<file path="src/rtl/mips_dmem_bridge.sv">
// rtl/mips_dmem_bridge.sv - MIPS data-memory bridge: stalls the core for loads, posts stores, times out hung bus cycles.
// Bus registers double as the one-entry posted-write buffer; state WR_BUSY means the buffer is occupied.
module mips_dmem_bridge #(
  parameter int unsigned TIMEOUT  = 255,
  parameter logic [31:0] ERR_DATA = 32'hDEADBEEF
) (
  input  logic        clk,
  input  logic        rst_n,
  input  logic        core_en,
  output logic        cpu_en,
  input  logic        cpu_mem_read_en,
  input  logic [3:0]  cpu_mem_write_en,
  input  logic [31:0] cpu_mem_addr,
  input  logic [31:0] cpu_mem_write_data,
  output logic [31:0] cpu_mem_read_data,
  output logic        bus_req,
  output logic [3:0]  bus_we,
  output logic [31:0] bus_addr,
  output logic [31:0] bus_wdata,
  input  logic [31:0] bus_rdata,
  input  logic        bus_ack,
  output logic        err,
  output logic [31:0] err_addr
);

  typedef enum logic [1:0] {IDLE, RD_WAIT, RD_DONE, WR_BUSY} state_t;

  // Timeout fires on the cycle whose increment would make the count reach TIMEOUT.
  localparam logic [7:0] TMO_LAST = 8'(TIMEOUT - 1);

  state_t      state;
  state_t      state_nxt;
  logic [7:0]  wait_cnt;
  logic [31:0] req_addr;
  logic        wr_req;
  logic        rd_req;
  logic        cpu_access;
  logic        accept_wr;
  logic        accept_rd;
  logic        acked;
  logic        timed_out;

  // A simultaneous read and write is treated as the write alone.
  assign wr_req     = |cpu_mem_write_en;
  assign rd_req     = cpu_mem_read_en & ~wr_req;
  assign cpu_access = cpu_mem_read_en | wr_req;
  assign accept_wr  = (state == IDLE) & core_en & wr_req;
  assign accept_rd  = (state == IDLE) & core_en & rd_req;
  assign acked      = bus_req & bus_ack;
  assign timed_out  = bus_req & ~bus_ack & (wait_cnt == TMO_LAST);

  always_ff @(posedge clk or negedge rst_n) begin
    if (!rst_n) begin
      state <= IDLE;
    end else begin
      state <= state_nxt;
    end
  end

  always_comb begin
    state_nxt = state;
    case (state)
      IDLE: begin
        if (accept_wr) begin
          state_nxt = WR_BUSY;
        end else if (accept_rd) begin
          state_nxt = RD_WAIT;
        end
      end
      RD_WAIT: begin
        if (acked || timed_out) begin
          state_nxt = RD_DONE;
        end
      end
      RD_DONE: state_nxt = IDLE;
      WR_BUSY: begin
        if (acked || timed_out) begin
          state_nxt = IDLE;
        end
      end
      default: state_nxt = IDLE;
    endcase
  end

  // A read presented behind a buffered write stalls until the write drains, keeping bus order.
  always_comb begin
    cpu_en = 1'b0;
    if (rst_n) begin
      case (state)
        IDLE:    cpu_en = core_en & ~rd_req;
        RD_WAIT: cpu_en = 1'b0;
        RD_DONE: cpu_en = core_en;
        WR_BUSY: cpu_en = core_en & ~cpu_access;
        default: cpu_en = 1'b0;
      endcase
    end
  end

  always_ff @(posedge clk or negedge rst_n) begin
    if (!rst_n) begin
      bus_req           <= 1'b0;
      bus_we            <= 4'b0000;
      bus_addr          <= 32'h0;
      bus_wdata         <= 32'h0;
      cpu_mem_read_data <= 32'h0;
      wait_cnt          <= 8'h0;
      req_addr          <= 32'h0;
      err               <= 1'b0;
      err_addr          <= 32'h0;
    end else begin
      case (state)
        IDLE: begin
          if (accept_wr) begin
            bus_req   <= 1'b1;
            bus_we    <= cpu_mem_write_en;
            bus_addr  <= {cpu_mem_addr[31:2], 2'b00};
            bus_wdata <= cpu_mem_write_data;
            req_addr  <= cpu_mem_addr;
            wait_cnt  <= 8'h0;
          end else if (accept_rd) begin
            bus_req  <= 1'b1;
            bus_we   <= 4'b0000;
            bus_addr <= {cpu_mem_addr[31:2], 2'b00};
            req_addr <= cpu_mem_addr;
            wait_cnt <= 8'h0;
          end
        end
        RD_WAIT, WR_BUSY: begin
          if (acked) begin
            bus_req <= 1'b0;
            bus_we  <= 4'b0000;
            if (state == RD_WAIT) begin
              cpu_mem_read_data <= bus_rdata;
            end
          end else if (timed_out) begin
            bus_req <= 1'b0;
            bus_we  <= 4'b0000;
            err     <= 1'b1;
            if (!err) begin
              err_addr <= req_addr;
            end
            if (state == RD_WAIT) begin
              cpu_mem_read_data <= ERR_DATA;
            end
          end
          if (bus_req && !bus_ack && (wait_cnt != 8'hFF)) begin
            wait_cnt <= wait_cnt + 8'd1;
          end
        end
        default: ;
      endcase
    end
  end

endmodule

</file>
<file path="config.mk">
export PLATFORM = sky130hd
export DESIGN_NAME = mips_dmem_bridge
export DESIGN_NICKNAME = d
export VERILOG_FILES = /design/src/rtl/mips_dmem_bridge.sv
export SDC_FILE = /design/constraint.sdc
export NUM_CORES = 1
export LEC_CHECK = 0
export ABC_CLOCK_PERIOD_IN_PS = 2400
export CORE_AREA = 10 10 129 131
export CTS_CLUSTER_SIZE = 16
export DETAILED_ROUTE_END_ITERATION = 12
export DIE_AREA = 0 0 139 141
export PLACE_DENSITY = 0.86
export SYNTH_ARGS = -nofsm -noshare
export SYNTH_HDL_FRONTEND = slang
export SYNTH_SLANG_ARGS = --single-unit
</file>
<file path="constraint.sdc">
create_clock -name clk -period 2.4 [get_ports clk]
set_clock_uncertainty 0.1 [all_clocks]
set_input_delay 0.48 -clock clk [delete_from_list [all_inputs] [get_ports clk]]
set_output_delay 0.48 -clock clk [all_outputs]
set_load 0.02 [all_outputs]
</file>
After elaboration in Yosys (flattened, before gate mapping)
Index checks and enable logic that the tools add are counted.
- word-level logic and storage cells: 84
- memories kept: 0
- memory bits (read-only): 0
- output and inout bits: 135
- register bits: 176
- memory bits (writable): 0
- bits of input ports: 105
- bits in latches: 0
- multiplexer cells: 29
- equal/unequal tests: 10
- divide/modulo/power cells: 0
- $add $sub $neg: 1
- $lt $le $gt $ge: 0
- reduce and logical (&&, ||, !) cells: 18
- bitwise gates (word level): 16
- shift operators: 0
- multiply operators: 0
- operator list (kind ; number):
    $mux W32 ; 8
    $mux W8 ; 3
    $mux W4 ; 4
    $pmux W8 S2 ; 1
    $reduce_and A3 Y1 ; 5
    $and A1 B1 Y1 ; 9
    $add A8 B1 Y8 const B ; 1
    $eq A8 B8 Y1 const B ; 1
    $mux W2 ; 4
    $ne A8 B8 Y1 const B ; 1
    $pmux W2 S4 ; 1
    $pmux W4 S2 ; 1
    $ne A2 B2 Y1 const B ; 3
    $ne A3 B3 Y1 const B ; 2
    $not A1 Y1 ; 6
    $reduce_bool A2 Y1 ; 3
    $mux W1 ; 5
    $eq A2 B2 Y1 const B ; 2
    $pmux W1 S4 ; 1
    $reduce_and A2 Y1 ; 2
    $reduce_and A4 Y1 ; 1
    $reduce_or A4 Y1 ; 1
    $eq A2 B1 Y1 const B ; 1
    $logic_and A1 B1 Y1 ; 2
    other kinds (6) ; 6

Depth between registers and ports, before layout
- word-level depth: 7
- depth in mapped cells: 9
- mapped depth without buffers: 6

Least setup slack after synthesis
OpenSTA, ideal clock, no wires.
- path kind: in2out
- from: in cpu_mem_write_en[3]
- to: out cpu_en
- path buffers: 0
- data arrival time: 1.645 ns
- setup slack: 0.175 ns
- stages: 4
- data required time: 1.820 ns
- cell sequence: nor4_2 -> mux2_2 -> o21ai_0 -> and3_1
- longest elaborated chain between the ends: 7
- elaborated cells on any way between the ends: 10
- classes of those cells: mux (2); bitwise (7); reduce/logical (1)
- RTL lines (what ; line ; RTL):
    from (decl) ; 12 ; input logic [3:0] cpu_mem_write_en,
    $reduce_or A4 Y1 (*) ; 44 ; assign wr_req = |cpu_mem_write_en;
    $not A1 Y1 ; 45 ; assign rd_req = cpu_mem_read_en & ~wr_req;
    $and A1 B1 Y1 ; 45 ;
    $not A1 Y1 ; 90 ; IDLE: cpu_en = core_en & ~rd_req;
    $and A1 B1 Y1 ; 90 ;
    $pmux W1 S4 (*) ; 89 ; case (state)
    $mux W1 (*) ; 88 ; if (rst_n) begin
    to (decl) ; 10 ; output logic cpu_en,
Every way passes the cells marked *; elsewhere a longest branch is shown, timed or not.

Worst setup path after layout
- from: reg state[1]
- to: out cpu_en
- longest elaborated chain between the ends: 3
- elaborated cells on any way between the ends: 6
- classes of those cells: eq/ne (3); mux (2); reduce/logical (1)
- RTL lines (what ; line ; RTL):
    from (decl) ; 31 ; state_t state;
    from (signal assigned) ; 56 ; state <= state_nxt;
    $eq A2 B2 Y1, or another cell as far along ; 89 ;
    $pmux W1 S4 (*) ; 89 ;
    $mux W1 (*) ; 88 ;
Marked as above.

==> results by stage <==
CTS:
- The clock latency reported for the late side of the worst-skew pair is approximately 410 ps.
- The number of clock sinks is ~140.
- The deepest level of the CTS H-tree is 4.
- Clock tree synthesis inserted a total of 17 buffers.
- TritonCTS built the clock tree.
- The longest clock path from root to sink contains 2 buffers.
- After clock tree synthesis, the clock-pin slew on the worst setup and hold paths is approximately 60 ps.
- The master cell of the clock root buffer is clkbuf_16.

Floorplan:
- The die extent in y is between 100 and 150 um.
- The floorplan step defined a core boundary enclosing 14200 um2.
- The die boundary width is between 100 and 150 um.
- Once the floorplan was initialized, standard cells occupied between 40% and 50% of the core.
- The die covers ~20000 um2.
- The initialized floorplan defines 44 standard-cell rows.
- Pin placement for this block handled 240 I/O pins.

Synth:
- The netlist uses between 40 and 50 different library cells.
- Yosys mapped a number of flops with a built-in enable equal to 0.
- The area share of the leading cell type in the synthesized netlist is between 50% and 60%.
- Ranked by total cell area, the synthesized netlist is headed by dfrtp_1, mux2_2, buf_4.
- The library cell with the largest summed area after synthesis is dfrtp_1.
- In the synthesized netlist the async set-or-reset flop fraction comes to 100%.
- The post-synth design cell area is between 6000 and 7000 um2.
- For this run, the leading register cell type out of synthesis is dfrtp_1.
- In this run, synthesis produced a sequential element count of between 100 and 150.
- Summing the sequential cell areas from Yosys gives about three fifths of the chip area.
- Yosys printed 0 warnings.
- The synthesized instance count is about 410.
- After synthesis, the mean cell area works out to approximately 15 um2.

Timing:
- After layout, the minimum clock period comes to between 2000 and 2500 ps.
- Setup repair after global routing could not meet its margin everywhere.
- Setup violations remaining at the end of the flow were counted as 0.
- The max-slew violation count is 0.
- Across all setup checks in the final design, the least slack found is ~40 ps.
- Final hold analysis gives a worst-case slack of slightly below 70 ps.
- The hold violation total from the final report is 0.
- The maximum clock frequency is between 0.4 and 0.5 GHz.
- At the pin with the least slew margin, the transition time is ~770 ps.
- The relative slew slack is 48.9%.
- Adding up every negative setup slack in the final design gives 0 ps.
- After layout, the worst path uses roughly 98% of the clock period.

Global routing:
- The first global-routing pass estimated about 26000 um of wire.
- The global-route total usage across every layer is 16.8%.
- The initial antenna violation count is 0.
- The maximum number of pins on one net before global-route repair is between 100 and 150.
- The number of global-route vias before repair is ~4700.
- For this run the aggregate overflow at the end of global routing stands at 0.

Critical path:
- The type of the worst setup path is flop to output pin.
- STA puts the critical path data required time at around 1800 ps.
- Data arrives at the worst endpoint at between 1500 and 2000 ps.
- The endpoint kind of the worst setup timing path is an output pin.
- In this run the worst path has a maximum fanout of 4.
- In this run the critical register-to-register path is launched from wait_cnt[0].
- In this run the worst setup path begins at state[1].
- The type of origin of the critical path is a flop.

Routing:
- The detailed router put a total of 6490 um of wire on met1.
- The top layer used by detailed routing is met4.
- The number of detailed-routing iterations run before antenna repair is 4.
- After the first detailed-routing iteration, the DRC count stood at 239.
- The total number of vias is ~4300.
- The final wirelength is about 17000 um.
- Summed over all nets, wire length on met2 after detailed routing comes to 8480 um.
- After detailed routing, the number of vias per cell comes to ~5.
- The post-route antenna net violation count is 0.
- Dividing the detail-routed wire length by the instance count gives 20.2 um.
- The routed length on met3 is 1580 um.
- The remaining routing DRC violations is 0.

Pwr:
- The static power due to leakage is ~4 nW.
- The power per cell area is about 1300 nW/um2.
- The worst IR drop on VDD is between 0.0007 and 0.0008 V.

Job:
- The tool flagged a number of max-cap violations equal to 0.

Finish:
- Summing all multi-input logic gate instances after layout gives 2100 um2.
- The storage element area is around 3600 um2.
- The area growth from synthesis to layout is 51.1%.
- For this run, the share of the core covered by cells in the final layout is between 60 and 70%.
- The layout cell share with drive strength beyond 1 is approximately 27%.
- The fill cell instance count of the final layout is ~1000.
- In the final design database the tool counted roughly 750 nets.
- The number of diodes added for antenna fixing is 0.

Placed design:
- The half-perimeter wire length after detailed placement is 12700 um.
- At the end of routability-driven placement, the weighted congestion stood at 0.842.
- Prior to clock tree synthesis, the placed netlist has a worst setup slack of -780 ps.
- The count of input and output buffers is 237.

Hold path:
- The worst hold path belongs to the class input port to asynchronous set/reset pin.

Run status:
- The flow ran to the end, and the final reports show no timing, DRC or antenna violations.
report_power, final:
group,switching [mW],internal (mW),leakage [nW]
combinational,2.50,2.75,1.85
clock,0.971,1.66,0.280
sequential,0.573,3.32,1.78
total,4.05,7.73,3.91
worst max-delay path, cell delays in order, from the launching register on:
cell and delay, ps:
dfrtp_1 430, ha_2 210, mux2_4 280, o21ai_2 150, and3_4 200, buf_6 110
state kept, by name, summed over array words and instances (netlist names):
| signal | cells |
|---|---|
| bus_req | 1 |
| wait_cnt | 8 |
| bus_we | 4 |
| state | 2 |
| bus_wdata | 32 |
| err | 1 |
| err_addr | 32 |
| cpu_mem_read_data | 32 |
| req_addr | 32 |
layer usage:
metal | vias to the layer above | track usage, %
met2 | 188 | 28.4
met5 | - | 0
li1 | 1922 | -
met3 | 26 | 7.46
met1 | 2132 | 18.0
met4 | 0 | 6.92
layout by cell type, fill, tap and decap left out, types with 2 or more instances in the layout:
| master | n |
|---|---|
| a22o_1 | 8 |
| a31oi_1 | 2 |
| a32o_1 | 3 |
| and2_1 | 3 |
| and2b_2 | 3 |
| and3_1 | 3 |
| and3_2 | 4 |
| buf_12 | 5 |
| buf_4 | 15 |
| buf_6 | 2 |
| bufinv_16 | 3 |
| clkbuf_1 | 4 |
| clkbuf_16 | 17 |
| clkbuf_2 | 2 |
| clkdlybuf4s50_1 | 231 |
| clkinv_2 | 3 |
| clkinvlp_4 | 3 |
| conb_1 | 2 |
| dfrtp_1 | 144 |
| ha_1 | 6 |
| inv_1 | 4 |
| mux2_2 | 97 |
| mux2_4 | 6 |
| mux2i_1 | 3 |
| nand2_1 | 8 |
| nand3_1 | 5 |
| nand4_1 | 3 |
| nor2_1 | 2 |
| nor3_1 | 2 |
| o2111ai_1 | 2 |
| o21ai_0 | 2 |
| o22a_1 | 24 |
| o31ai_1 | 4 |
| o41ai_1 | 3 |
worst paths after layout:
path / end / slack (ps) / depth (start not counted)
min in group clk: cpu_mem_read_data[25] / 390 / 1
setup / recovery: cpu_en / 40 / 5
max in group asynchronous: req_addr[2] / 1560 / 2
hold / removal: bus_wdata[23] / 70 / 2
hold reg to reg: cpu_mem_read_data[25] / 390 / 1
setup reg to reg: err_addr[5] / 170 / 7
cells in the mapped netlist (2+ instances only):
library cell and number:
ha_1 7, mux2_2 98, o21ai_0 3, a22o_1 8, o41ai_1 3, nand4_1 3, a31oi_1 2, nand3_1 5
nor3_1 2, o2111ai_1 2, clkbuf_1 6, o22a_1 24, and2_1 3, mux2_4 5, buf_4 36, nand2_1 8
and3_2 4, and3_1 4, dfrtp_1 144, buf_2 8, inv_1 4, and2b_2 3, nor2_1 2, o31ai_1 4
a32o_1 3, mux2i_1 3
per-stage QoR:
step                instance area [um2]  total power [mW]  std cells
global placement                   8500              9.01        803
detailed placement                 8500              9.19        803
finish                             9110              11.8        836
CTS                                9120              11.9        836
floorplan                          6030              6.90        414
global route                       9110              12.4        836
final cells by class:
cell class | count | area share [%]
clock inverters | 10 | 1.50
inverters | 4 | 0.165
repair buffers | 257 | 28.3
clock buffers | 22 | 4.98
multi-input cells | 215 | 23.0
flip-flops and latches | 144 | 39.5
well taps | 184 | 2.53
timing repair:
action / CTS / global route
gates resized for setup: 16 / 5
pin swaps: 2 / 3
setup buffers: 1 / 0
setup endpoints to repair: 1 / 1
gates cloned: 0 / 0
hold buffers: 0 / 0
cell families after synthesis:
logic type,after synthesis,share of synthesized area (%)
other,1,0.0622
AO/OA/AOI/OAI,54,7.64
AND/OR/NAND/NOR,45,4.90
multiplexers,107,20.2
buffers and inverters,55,5.96
flip-flops,144,59.8
adder cells (fa/ha/maj),7,1.45
Power figures use the tool's default switching activity.
